===== src/rtl/cell_share_pkg.sv =====
// Shared types and constants for the cell_share_arbiter slice.
//   state_e     : arbiter FSM states
//   SEL_*       : bit positions inside a 4-bit select slice {A1,B1,A0,B0}
//   D00..D11    : bit positions inside a 4-bit truth-table slice {D11,D10,D01,D00}
// The shared cell evaluates tt[{A1|B1, A0&B0}] and registers it.
package cell_share_pkg;

  typedef enum logic [1:0] {
    IDLE    = 2'd0,
    DRIVE   = 2'd1,
    CAPTURE = 2'd2
  } state_e;

  localparam int unsigned SEL_A1 = 3;
  localparam int unsigned SEL_B1 = 2;
  localparam int unsigned SEL_A0 = 1;
  localparam int unsigned SEL_B0 = 0;

  localparam int unsigned D00 = 0;
  localparam int unsigned D01 = 1;
  localparam int unsigned D10 = 2;
  localparam int unsigned D11 = 3;

endpackage


===== src/rtl/cell_share_arbiter_if.sv =====
// Bundle of requester-side and cell-side signals of cell_share_arbiter.
//   req/tt/sel      : per-requester request level, truth table, selects
//   gnt             : one-hot grant back to requesters
//   cell_d/cell_sel : registered inputs to the shared cell
//   cell_clr/cell_q : shared flop clear and registered output
//   rsp_*           : one-cycle tagged response
// master: the arbiter side; slave: the requester/cell environment.
interface cell_share_arbiter_if #(
  parameter int unsigned NREQ = 4,
  parameter int unsigned IDW  = $clog2(NREQ)
);
  logic [NREQ-1:0]   req;
  logic [4*NREQ-1:0] tt;
  logic [4*NREQ-1:0] sel;
  logic [NREQ-1:0]   gnt;
  logic [3:0]        cell_d;
  logic [3:0]        cell_sel;
  logic              cell_clr;
  logic              cell_q;
  logic              rsp_valid;
  logic [IDW-1:0]    rsp_id;
  logic              rsp_data;

  modport master (
    input  req, tt, sel, cell_q,
    output gnt, cell_d, cell_sel, cell_clr, rsp_valid, rsp_id, rsp_data
  );

  modport slave (
    output req, tt, sel, cell_q,
    input  gnt, cell_d, cell_sel, cell_clr, rsp_valid, rsp_id, rsp_data
  );
endinterface


===== src/rtl/cell_share_arbiter_rr_pick.sv =====
// Combinational round-robin picker.
//   eligible : candidate requesters
//   pointer  : last granted index; search starts at pointer+1 and wraps
//   any      : at least one candidate
//   winner   : first eligible index found (0 when none)
module rr_pick #(
  parameter int unsigned NREQ = 4,
  parameter int unsigned IDW  = $clog2(NREQ)
) (
  input  logic [NREQ-1:0] eligible,
  input  logic [IDW-1:0]  pointer,
  output logic            any,
  output logic [IDW-1:0]  winner
);

  logic [IDW-1:0] idx;

  always_comb begin
    any    = 1'b0;
    winner = '0;
    idx    = '0;
    // i = NREQ lands back on pointer itself, so it has lowest priority
    for (int unsigned i = 1; i <= NREQ; i++) begin
      idx = IDW'((32'(pointer) + i) % NREQ);
      if (!any && eligible[idx]) begin
        any    = 1'b1;
        winner = idx;
      end
    end
  end

endmodule


===== src/rtl/cell_share_arbiter.sv =====
// Round-robin sequencer time-sharing one external registered 4:1 logic cell.
//   clk : rising-edge clock
//   clr : asynchronous active-low reset (also clears the shared cell flop)
//   bus : cell_share_arbiter_if.master -- requests, grants, cell drive, responses
// Each transaction: IDLE (arbitrate) -> DRIVE (cell inputs stable, flop samples)
// -> CAPTURE (cell_q valid) -> IDLE with a one-cycle tagged response.
module cell_share_arbiter
  import cell_share_pkg::*;
#(
  parameter int unsigned NREQ = 4,
  parameter int unsigned IDW  = $clog2(NREQ)
) (
  input logic                       clk,
  input logic                       clr,
  cell_share_arbiter_if.master      bus
);

  state_e          state_q;
  logic [IDW-1:0]  ptr_q;
  logic [NREQ-1:0] gnt_q;
  logic [3:0]      cell_d_q;
  logic [3:0]      cell_sel_q;
  logic            rsp_valid_q;
  logic [IDW-1:0]  rsp_id_q;
  logic            rsp_data_q;

  logic [NREQ-1:0] served_mask;
  logic [NREQ-1:0] eligible;
  logic            any;
  logic [IDW-1:0]  winner;

  // The requester being answered this cycle still has req high; hide it so
  // it cannot be re-granted before it has seen its response.
  assign served_mask = rsp_valid_q ? (NREQ'(1) << rsp_id_q) : '0;
  assign eligible    = bus.req & ~served_mask;

  rr_pick #(
    .NREQ (NREQ),
    .IDW  (IDW)
  ) u_rr_pick (
    .eligible (eligible),
    .pointer  (ptr_q),
    .any      (any),
    .winner   (winner)
  );

  always_ff @(posedge clk or negedge clr) begin
    if (!clr) begin
      state_q     <= IDLE;
      ptr_q       <= IDW'(NREQ - 1);
      gnt_q       <= '0;
      cell_d_q    <= '0;
      cell_sel_q  <= '0;
      rsp_valid_q <= 1'b0;
      rsp_id_q    <= '0;
      rsp_data_q  <= 1'b0;
    end else begin
      rsp_valid_q <= 1'b0;
      case (state_q)
        IDLE: begin
          if (any) begin
            gnt_q      <= NREQ'(1) << winner;
            cell_d_q   <= bus.tt[{winner, 2'b00} +: 4];
            cell_sel_q <= bus.sel[{winner, 2'b00} +: 4];
            ptr_q      <= winner;
            state_q    <= DRIVE;
          end
        end
        DRIVE: begin
          state_q <= CAPTURE;
        end
        CAPTURE: begin
          rsp_data_q  <= bus.cell_q;
          rsp_id_q    <= ptr_q;
          rsp_valid_q <= 1'b1;
          gnt_q       <= '0;
          state_q     <= IDLE;
        end
        default: begin
          state_q <= IDLE;
        end
      endcase
    end
  end

  assign bus.gnt       = gnt_q;
  assign bus.cell_d    = cell_d_q;
  assign bus.cell_sel  = cell_sel_q;
  assign bus.cell_clr  = ~clr;
  assign bus.rsp_valid = rsp_valid_q;
  assign bus.rsp_id    = rsp_id_q;
  assign bus.rsp_data  = rsp_data_q;

endmodule


===== src/flat_wrapper.sv =====
// flat-port wrapper written by rule: the top's interface ports become plain ports
module cell_share_arbiter_flat import cell_share_pkg::*;
#(
  parameter int unsigned NREQ = 4,
  parameter int unsigned IDW  = $clog2(NREQ)
)
  (clk, clr, bus_req, bus_tt, bus_sel, bus_cell_q, bus_gnt, bus_cell_d, bus_cell_sel, bus_cell_clr, bus_rsp_valid, bus_rsp_id, bus_rsp_data);
  cell_share_arbiter_if #(.NREQ(NREQ), .IDW(IDW)) bus_i ();
  input logic clk;
  input logic clr;
  input wire logic [$bits(bus_i.req)-1:0] bus_req;
  input wire logic [$bits(bus_i.tt)-1:0] bus_tt;
  input wire logic [$bits(bus_i.sel)-1:0] bus_sel;
  input wire logic [$bits(bus_i.cell_q)-1:0] bus_cell_q;
  output wire logic [$bits(bus_i.gnt)-1:0] bus_gnt;
  output wire logic [$bits(bus_i.cell_d)-1:0] bus_cell_d;
  output wire logic [$bits(bus_i.cell_sel)-1:0] bus_cell_sel;
  output wire logic [$bits(bus_i.cell_clr)-1:0] bus_cell_clr;
  output wire logic [$bits(bus_i.rsp_valid)-1:0] bus_rsp_valid;
  output wire logic [$bits(bus_i.rsp_id)-1:0] bus_rsp_id;
  output wire logic [$bits(bus_i.rsp_data)-1:0] bus_rsp_data;
  assign bus_i.req = bus_req;
  assign bus_i.tt = bus_tt;
  assign bus_i.sel = bus_sel;
  assign bus_i.cell_q = bus_cell_q;
  assign bus_gnt = bus_i.gnt;
  assign bus_cell_d = bus_i.cell_d;
  assign bus_cell_sel = bus_i.cell_sel;
  assign bus_cell_clr = bus_i.cell_clr;
  assign bus_rsp_valid = bus_i.rsp_valid;
  assign bus_rsp_id = bus_i.rsp_id;
  assign bus_rsp_data = bus_i.rsp_data;
  cell_share_arbiter #(.NREQ(NREQ), .IDW(IDW)) u_core (.clk(clk), .clr(clr), .bus(bus_i));
endmodule

===== config.mk =====
export PLATFORM = sky130hd
export DESIGN_NAME = cell_share_arbiter_flat
export DESIGN_NICKNAME = d
export VERILOG_FILES = /design/src/rtl/cell_share_pkg.sv /design/src/rtl/cell_share_arbiter_if.sv /design/src/rtl/cell_share_arbiter_rr_pick.sv /design/src/rtl/cell_share_arbiter.sv /design/src/flat_wrapper.sv
export SDC_FILE = /design/constraint.sdc
export NUM_CORES = 1
export LEC_CHECK = 0
export ABC_CLOCK_PERIOD_IN_PS = 2750
export BUFFER_PORTS_ARGS = -buffer_cell sky130_fd_sc_hd__buf_2
export CORE_ASPECT_RATIO = 1.5
export CORE_MARGIN = 2
export CORE_UTILIZATION = 41
export DETAILED_ROUTE_END_ITERATION = 7
export GPL_TIMING_DRIVEN = 0
export PLACE_DENSITY_LB_ADDON = 0.15
export SETUP_SLACK_MARGIN = 0.1
export SYNTH_ARGS = -nofsm -noshare
export SYNTH_HDL_FRONTEND = slang
export SYNTH_HIERARCHICAL = 1
export SYNTH_SLANG_ARGS = --single-unit

===== constraint.sdc =====
create_clock -name clk -period 2.75 [get_ports clk]
set_input_delay 0.1375 -clock clk [delete_from_list [all_inputs] [get_ports clk]]
set_output_delay 0.1375 -clock clk [all_outputs]
set_load 0.1 [all_outputs]

==> impl_results.html <==
<table>
<tr><th>Metric</th><th>Value</th></tr>
<tr><th colspan="2">Global route</th></tr>
<tr><td>Global-route congestion overflow total</td><td>0</td></tr>
<tr><td>Antenna violations before repair</td><td>0</td></tr>
<tr><td>Largest net degree at the start of global routing</td><td>22</td></tr>
<tr><td>First-pass GRT wire length</td><td>3.877 mm</td></tr>
<tr><td>Overall global routing resource usage</td><td>17.46%</td></tr>
<tr><td>Number of global-route vias before repair</td><td>924</td></tr>
<tr><th colspan="2">Timing</th></tr>
<tr><td>Setup violators final</td><td>0</td></tr>
<tr><td>RSZ-0062 raised after global routing</td><td>no</td></tr>
<tr><td>Post-route minimum period</td><td>2.309 ns</td></tr>
<tr><td>Maximum achievable frequency</td><td>0.4331 GHz</td></tr>
<tr><td>Final Hold Vio Count</td><td>0</td></tr>
<tr><td>Worst Tran Pin Value</td><td>0.4909 ns</td></tr>
<tr><td>Hold_ws</td><td>0.1040 ns</td></tr>
<tr><td>Final Max Slew Viols</td><td>0</td></tr>
<tr><td>Final cycle utilization of the critical path</td><td>83.96%</td></tr>
<tr><td>Max transition margin</td><td>67.50%</td></tr>
<tr><td>Total negative setup slack</td><td>0 ns</td></tr>
<tr><td>Worst Clk Skew</td><td>0.002456 ns</td></tr>
<tr><th colspan="2">Yosys</th></tr>
<tr><td>Net Count, Synth</td><td>145</td></tr>
<tr><td>Synth warnings</td><td>6</td></tr>
<tr><td>Async SR Flop Fraction</td><td>100.0%</td></tr>
<tr><td>Mapped Area</td><td>1130 um2</td></tr>
<tr><td>Seq cells post-synth</td><td>20</td></tr>
<tr><td>Leading register cell type out of synthesis</td><td>sky130_fd_sc_hd__dfrtp_1</td></tr>
<tr><td>Post-Syn Instances</td><td>106</td></tr>
<tr><td>Count of flip-flops with a built-in enable after synthesis</td><td>0</td></tr>
<tr><td>Yosys cell types</td><td>25</td></tr>
<tr><td>Mean instance size in the synthesized netlist</td><td>10.66 um2</td></tr>
<tr><td>Sequential element share of the synthesized area</td><td>44.52%</td></tr>
<tr><th colspan="2">Route</th></tr>
<tr><td>Detailed-route wire length per cell</td><td>12.32 um</td></tr>
<tr><td>Routed Wire Length</td><td>2.500 mm</td></tr>
<tr><td>Remaining antenna violation count after routing</td><td>0</td></tr>
<tr><td>DRC</td><td>0</td></tr>
<tr><td>Initial DRT Pass Iterations</td><td>4</td></tr>
<tr><td>Starting DRT DRC Count</td><td>13</td></tr>
<tr><td>Vias per cell</td><td>4.837</td></tr>
<tr><td>Vias after detailed routing</td><td>982</td></tr>
<tr><th colspan="2">Floorplanning</th></tr>
<tr><td>Top-Level Pins</td><td>56</td></tr>
<tr><td>Initial standard-cell utilization of the core</td><td>42.67%</td></tr>
<tr><td>Standard-cell row count</td><td>23</td></tr>
<tr><td>Die W</td><td>46.86 um</td></tr>
<tr><td>DIE HEIGHT</td><td>68.29 um</td></tr>
<tr><td>Die outline area</td><td>3200 um2</td></tr>
<tr><td>Core area</td><td>2648 um2</td></tr>
<tr><th colspan="2">Critical path</th></tr>
<tr><td>Worst EP required</td><td>2.91 ns</td></tr>
<tr><td>Type of the setup path with the least slack</td><td>reg -&gt; reg</td></tr>
<tr><td>R2r worst-path depth</td><td>8</td></tr>
<tr><td>Worst setup EP type</td><td>flop</td></tr>
<tr><td>Worst path most repeated cell</td><td>sky130_fd_sc_hd__nand2_1</td></tr>
<tr><td>CP cell instances</td><td>a31oi_1, and2b_1, a21oi_2, o221ai_2, buf_6, mux4_2, nand2_1, nand2_1</td></tr>
<tr><td>Worst Setup Start Kind</td><td>flop</td></tr>
<tr><td>Setup slack of the most critical reg-to-reg path</td><td>0.44 ns</td></tr>
<tr><td>Worst R2R Start</td><td>u_core/bus.rsp_id[1]</td></tr>
<tr><td>Worst path max stage delay</td><td>0.50 ns</td></tr>
<tr><td>End of the worst register-to-register path</td><td>u_core/bus.cell_d[0]</td></tr>
<tr><td>Endpoint arrival time on the critical path</td><td>2.47 ns</td></tr>
<tr><td>Critical Path Slowest Stage Cell</td><td>sky130_fd_sc_hd__mux4_2</td></tr>
<tr><td>Biggest fanout along the worst timing path</td><td>10</td></tr>
<tr><th colspan="2">Min path</th></tr>
<tr><td>Hold EP</td><td>u_core/bus.rsp_data</td></tr>
<tr><td>Hold Path Class</td><td>in -&gt; reg</td></tr>
<tr><td>Hold Path Stages</td><td>2</td></tr>
<tr><td>Hold path startpoint</td><td>bus_cell_q</td></tr>
<tr><th colspan="2">Place</th></tr>
<tr><td>Half-perimeter wire length after placement</td><td>2.001 mm</td></tr>
<tr><td>Gp weighted congestion</td><td>0.7506</td></tr>
<tr><td>IO buf count</td><td>55</td></tr>
<tr><th colspan="2">Clocking</th></tr>
<tr><td>Buffer cell driving the clock tree root</td><td>sky130_fd_sc_hd__clkbuf_8</td></tr>
<tr><td>TritonCTS clock tree</td><td>yes</td></tr>
<tr><td>Clk Latency, worst-skew pair</td><td>0.26 ns</td></tr>
<tr><td>Total number of clock tree sinks</td><td>20</td></tr>
<tr><td>Number of buffers between clock root and the deepest sink</td><td>2</td></tr>
<tr><td>H-tree depth</td><td>1</td></tr>
<tr><td>Number of buffers created by CTS</td><td>3</td></tr>
<tr><td>Clock transition at the registers of the reported paths</td><td>0.08 ns</td></tr>
<tr><th colspan="2">Cells and area</th></tr>
<tr><td>Share of post-route cells with drive strength above 1</td><td>48.19%</td></tr>
<tr><td>Layout area overhead</td><td>35.88%</td></tr>
<tr><td>Highest-count cells in the layout ignoring fill and taps</td><td>sky130_fd_sc_hd__buf_2, sky130_fd_sc_hd__nand2_1, sky130_fd_sc_hd__dfrtp_1</td></tr>
<tr><td>Total inserted antenna cells</td><td>0</td></tr>
<tr><td>Net count of the finished layout</td><td>206</td></tr>
<tr><td>Leading cell type in the layout, fill and taps excluded</td><td>sky130_fd_sc_hd__buf_2</td></tr>
<tr><th colspan="2">Run status</th></tr>
<tr><td>Status</td><td>completed</td></tr>
<tr><th colspan="2">Job</th></tr>
<tr><td>Reported max-cap violation count</td><td>0</td></tr>
</table>
[registers in the layout, summed over array words and instances, names as in the netlist]
name                  cells
u_core/bus.cell_d         4
u_core/bus.cell_sel       4
u_core/bus.gnt            4
u_core/bus.rsp_id         2
u_core/ptr_q              2
u_core/state_q            2
u_core/bus.rsp_data       1
u_core/bus.rsp_valid      1
[worst max-delay path by stage]
stage	start	endpoint	slack [ns]
after floorplan	u_core/bus.rsp_id[0]	u_core/bus.cell_d[0]	0.12
after global placement	u_core/bus.rsp_id[1]	u_core/bus.cell_d[3]	0.50
after detailed placement	u_core/bus.rsp_id[1]	u_core/bus.cell_d[2]	0.43
after CTS	u_core/bus.rsp_id[1]	u_core/bus.cell_d[2]	0.43
after global routing	u_core/bus.rsp_id[0]	u_core/bus.cell_d[3]	0.31
final	u_core/bus.rsp_id[1]	u_core/bus.cell_d[0]	0.44
[metrics by stage]
step           instance area, um2  setup WS [ns]  instances  utilization (%)
3_3_place_gp                 1454         0.5024        198            54.91
4_1_cts                      1535         0.4287        203            57.99
3_5_place_dp                 1454         0.4290        198            54.91
2_1_floorplan                1132         0.1174        106                -
5_1_grt                      1535         0.3118        203            57.99
6_report                     1535         0.4412        203            57.99
[worst max-delay path: cells and delay by family (launching register included)]
family          cells  cell delay (ns)
compound gates      3             0.71
buf+inv             1             0.22
flops               1             0.43
mux                 1             0.50
simple gates        3             0.36
[metal layers]
layer	wire [um]	up-vias	track usage, %
met3	155	7	2.639
met1	870	454	19.35
met4	59	0	8.333
met5	0	-	0
li1	-	481	-
met2	1414	40	31.16
[cells in the mapped netlist, types with 2 or more instances]
| master | number | share of area [%] |
|---|---|---|
| sky130_fd_sc_hd__nand3_1 | 5 | 2.2 |
| sky130_fd_sc_hd__nand2b_1 | 5 | 2.8 |
| sky130_fd_sc_hd__buf_6 | 4 | 4.0 |
| sky130_fd_sc_hd__mux4_2 | 5 | 10 |
| sky130_fd_sc_hd__dfrtp_1 | 18 | 40 |
| sky130_fd_sc_hd__nor2_1 | 2 | 0.66 |
| sky130_fd_sc_hd__buf_2 | 2 | 0.89 |
| sky130_fd_sc_hd__dfstp_2 | 2 | 4.7 |
| sky130_fd_sc_hd__inv_1 | 6 | 2.0 |
| sky130_fd_sc_hd__nor2b_1 | 2 | 1.1 |
| sky130_fd_sc_hd__o21ai_0 | 2 | 0.89 |
| sky130_fd_sc_hd__mux4_1 | 3 | 7.0 |
| sky130_fd_sc_hd__a21oi_1 | 2 | 0.89 |
| sky130_fd_sc_hd__a21boi_0 | 2 | 1.3 |
| sky130_fd_sc_hd__mux2_2 | 3 | 3.0 |
| sky130_fd_sc_hd__nand2_1 | 32 | 11 |
| sky130_fd_sc_hd__a31oi_1 | 3 | 1.7 |
[timing repair]
item	4_1_cts	5_1_grt
setup buffers	0	0
gates resized for setup	0	0
endpoints found under the hold margin	18	0
hold buffers	1	0
[cells by family after synthesis]
kind of cell	share of synthesized area, %
and+or+nand+nor	19.49
DFF	44.52
buffers and inverters	7.641
AOI/OAI and AO/OA	7.530
muxes	20.82
[final cells by class]
cell class | count | area, um2
Buffer | 6 | 55.05
Clock buffer | 3 | 41.29
Clock inverter | 1 | 30.03
Fill cell | 252 | 1112
Inverter | 7 | 31.28
Multi-Input combinational cell | 73 | 540.5
Sequential cell | 20 | 505.5
Tap cell | 37 | 46.29
Timing Repair Buffer | 56 | 285.3
Power is not shown: default switching activity piles up to over one toggle a cycle in this logic, so the estimate is an artifact.
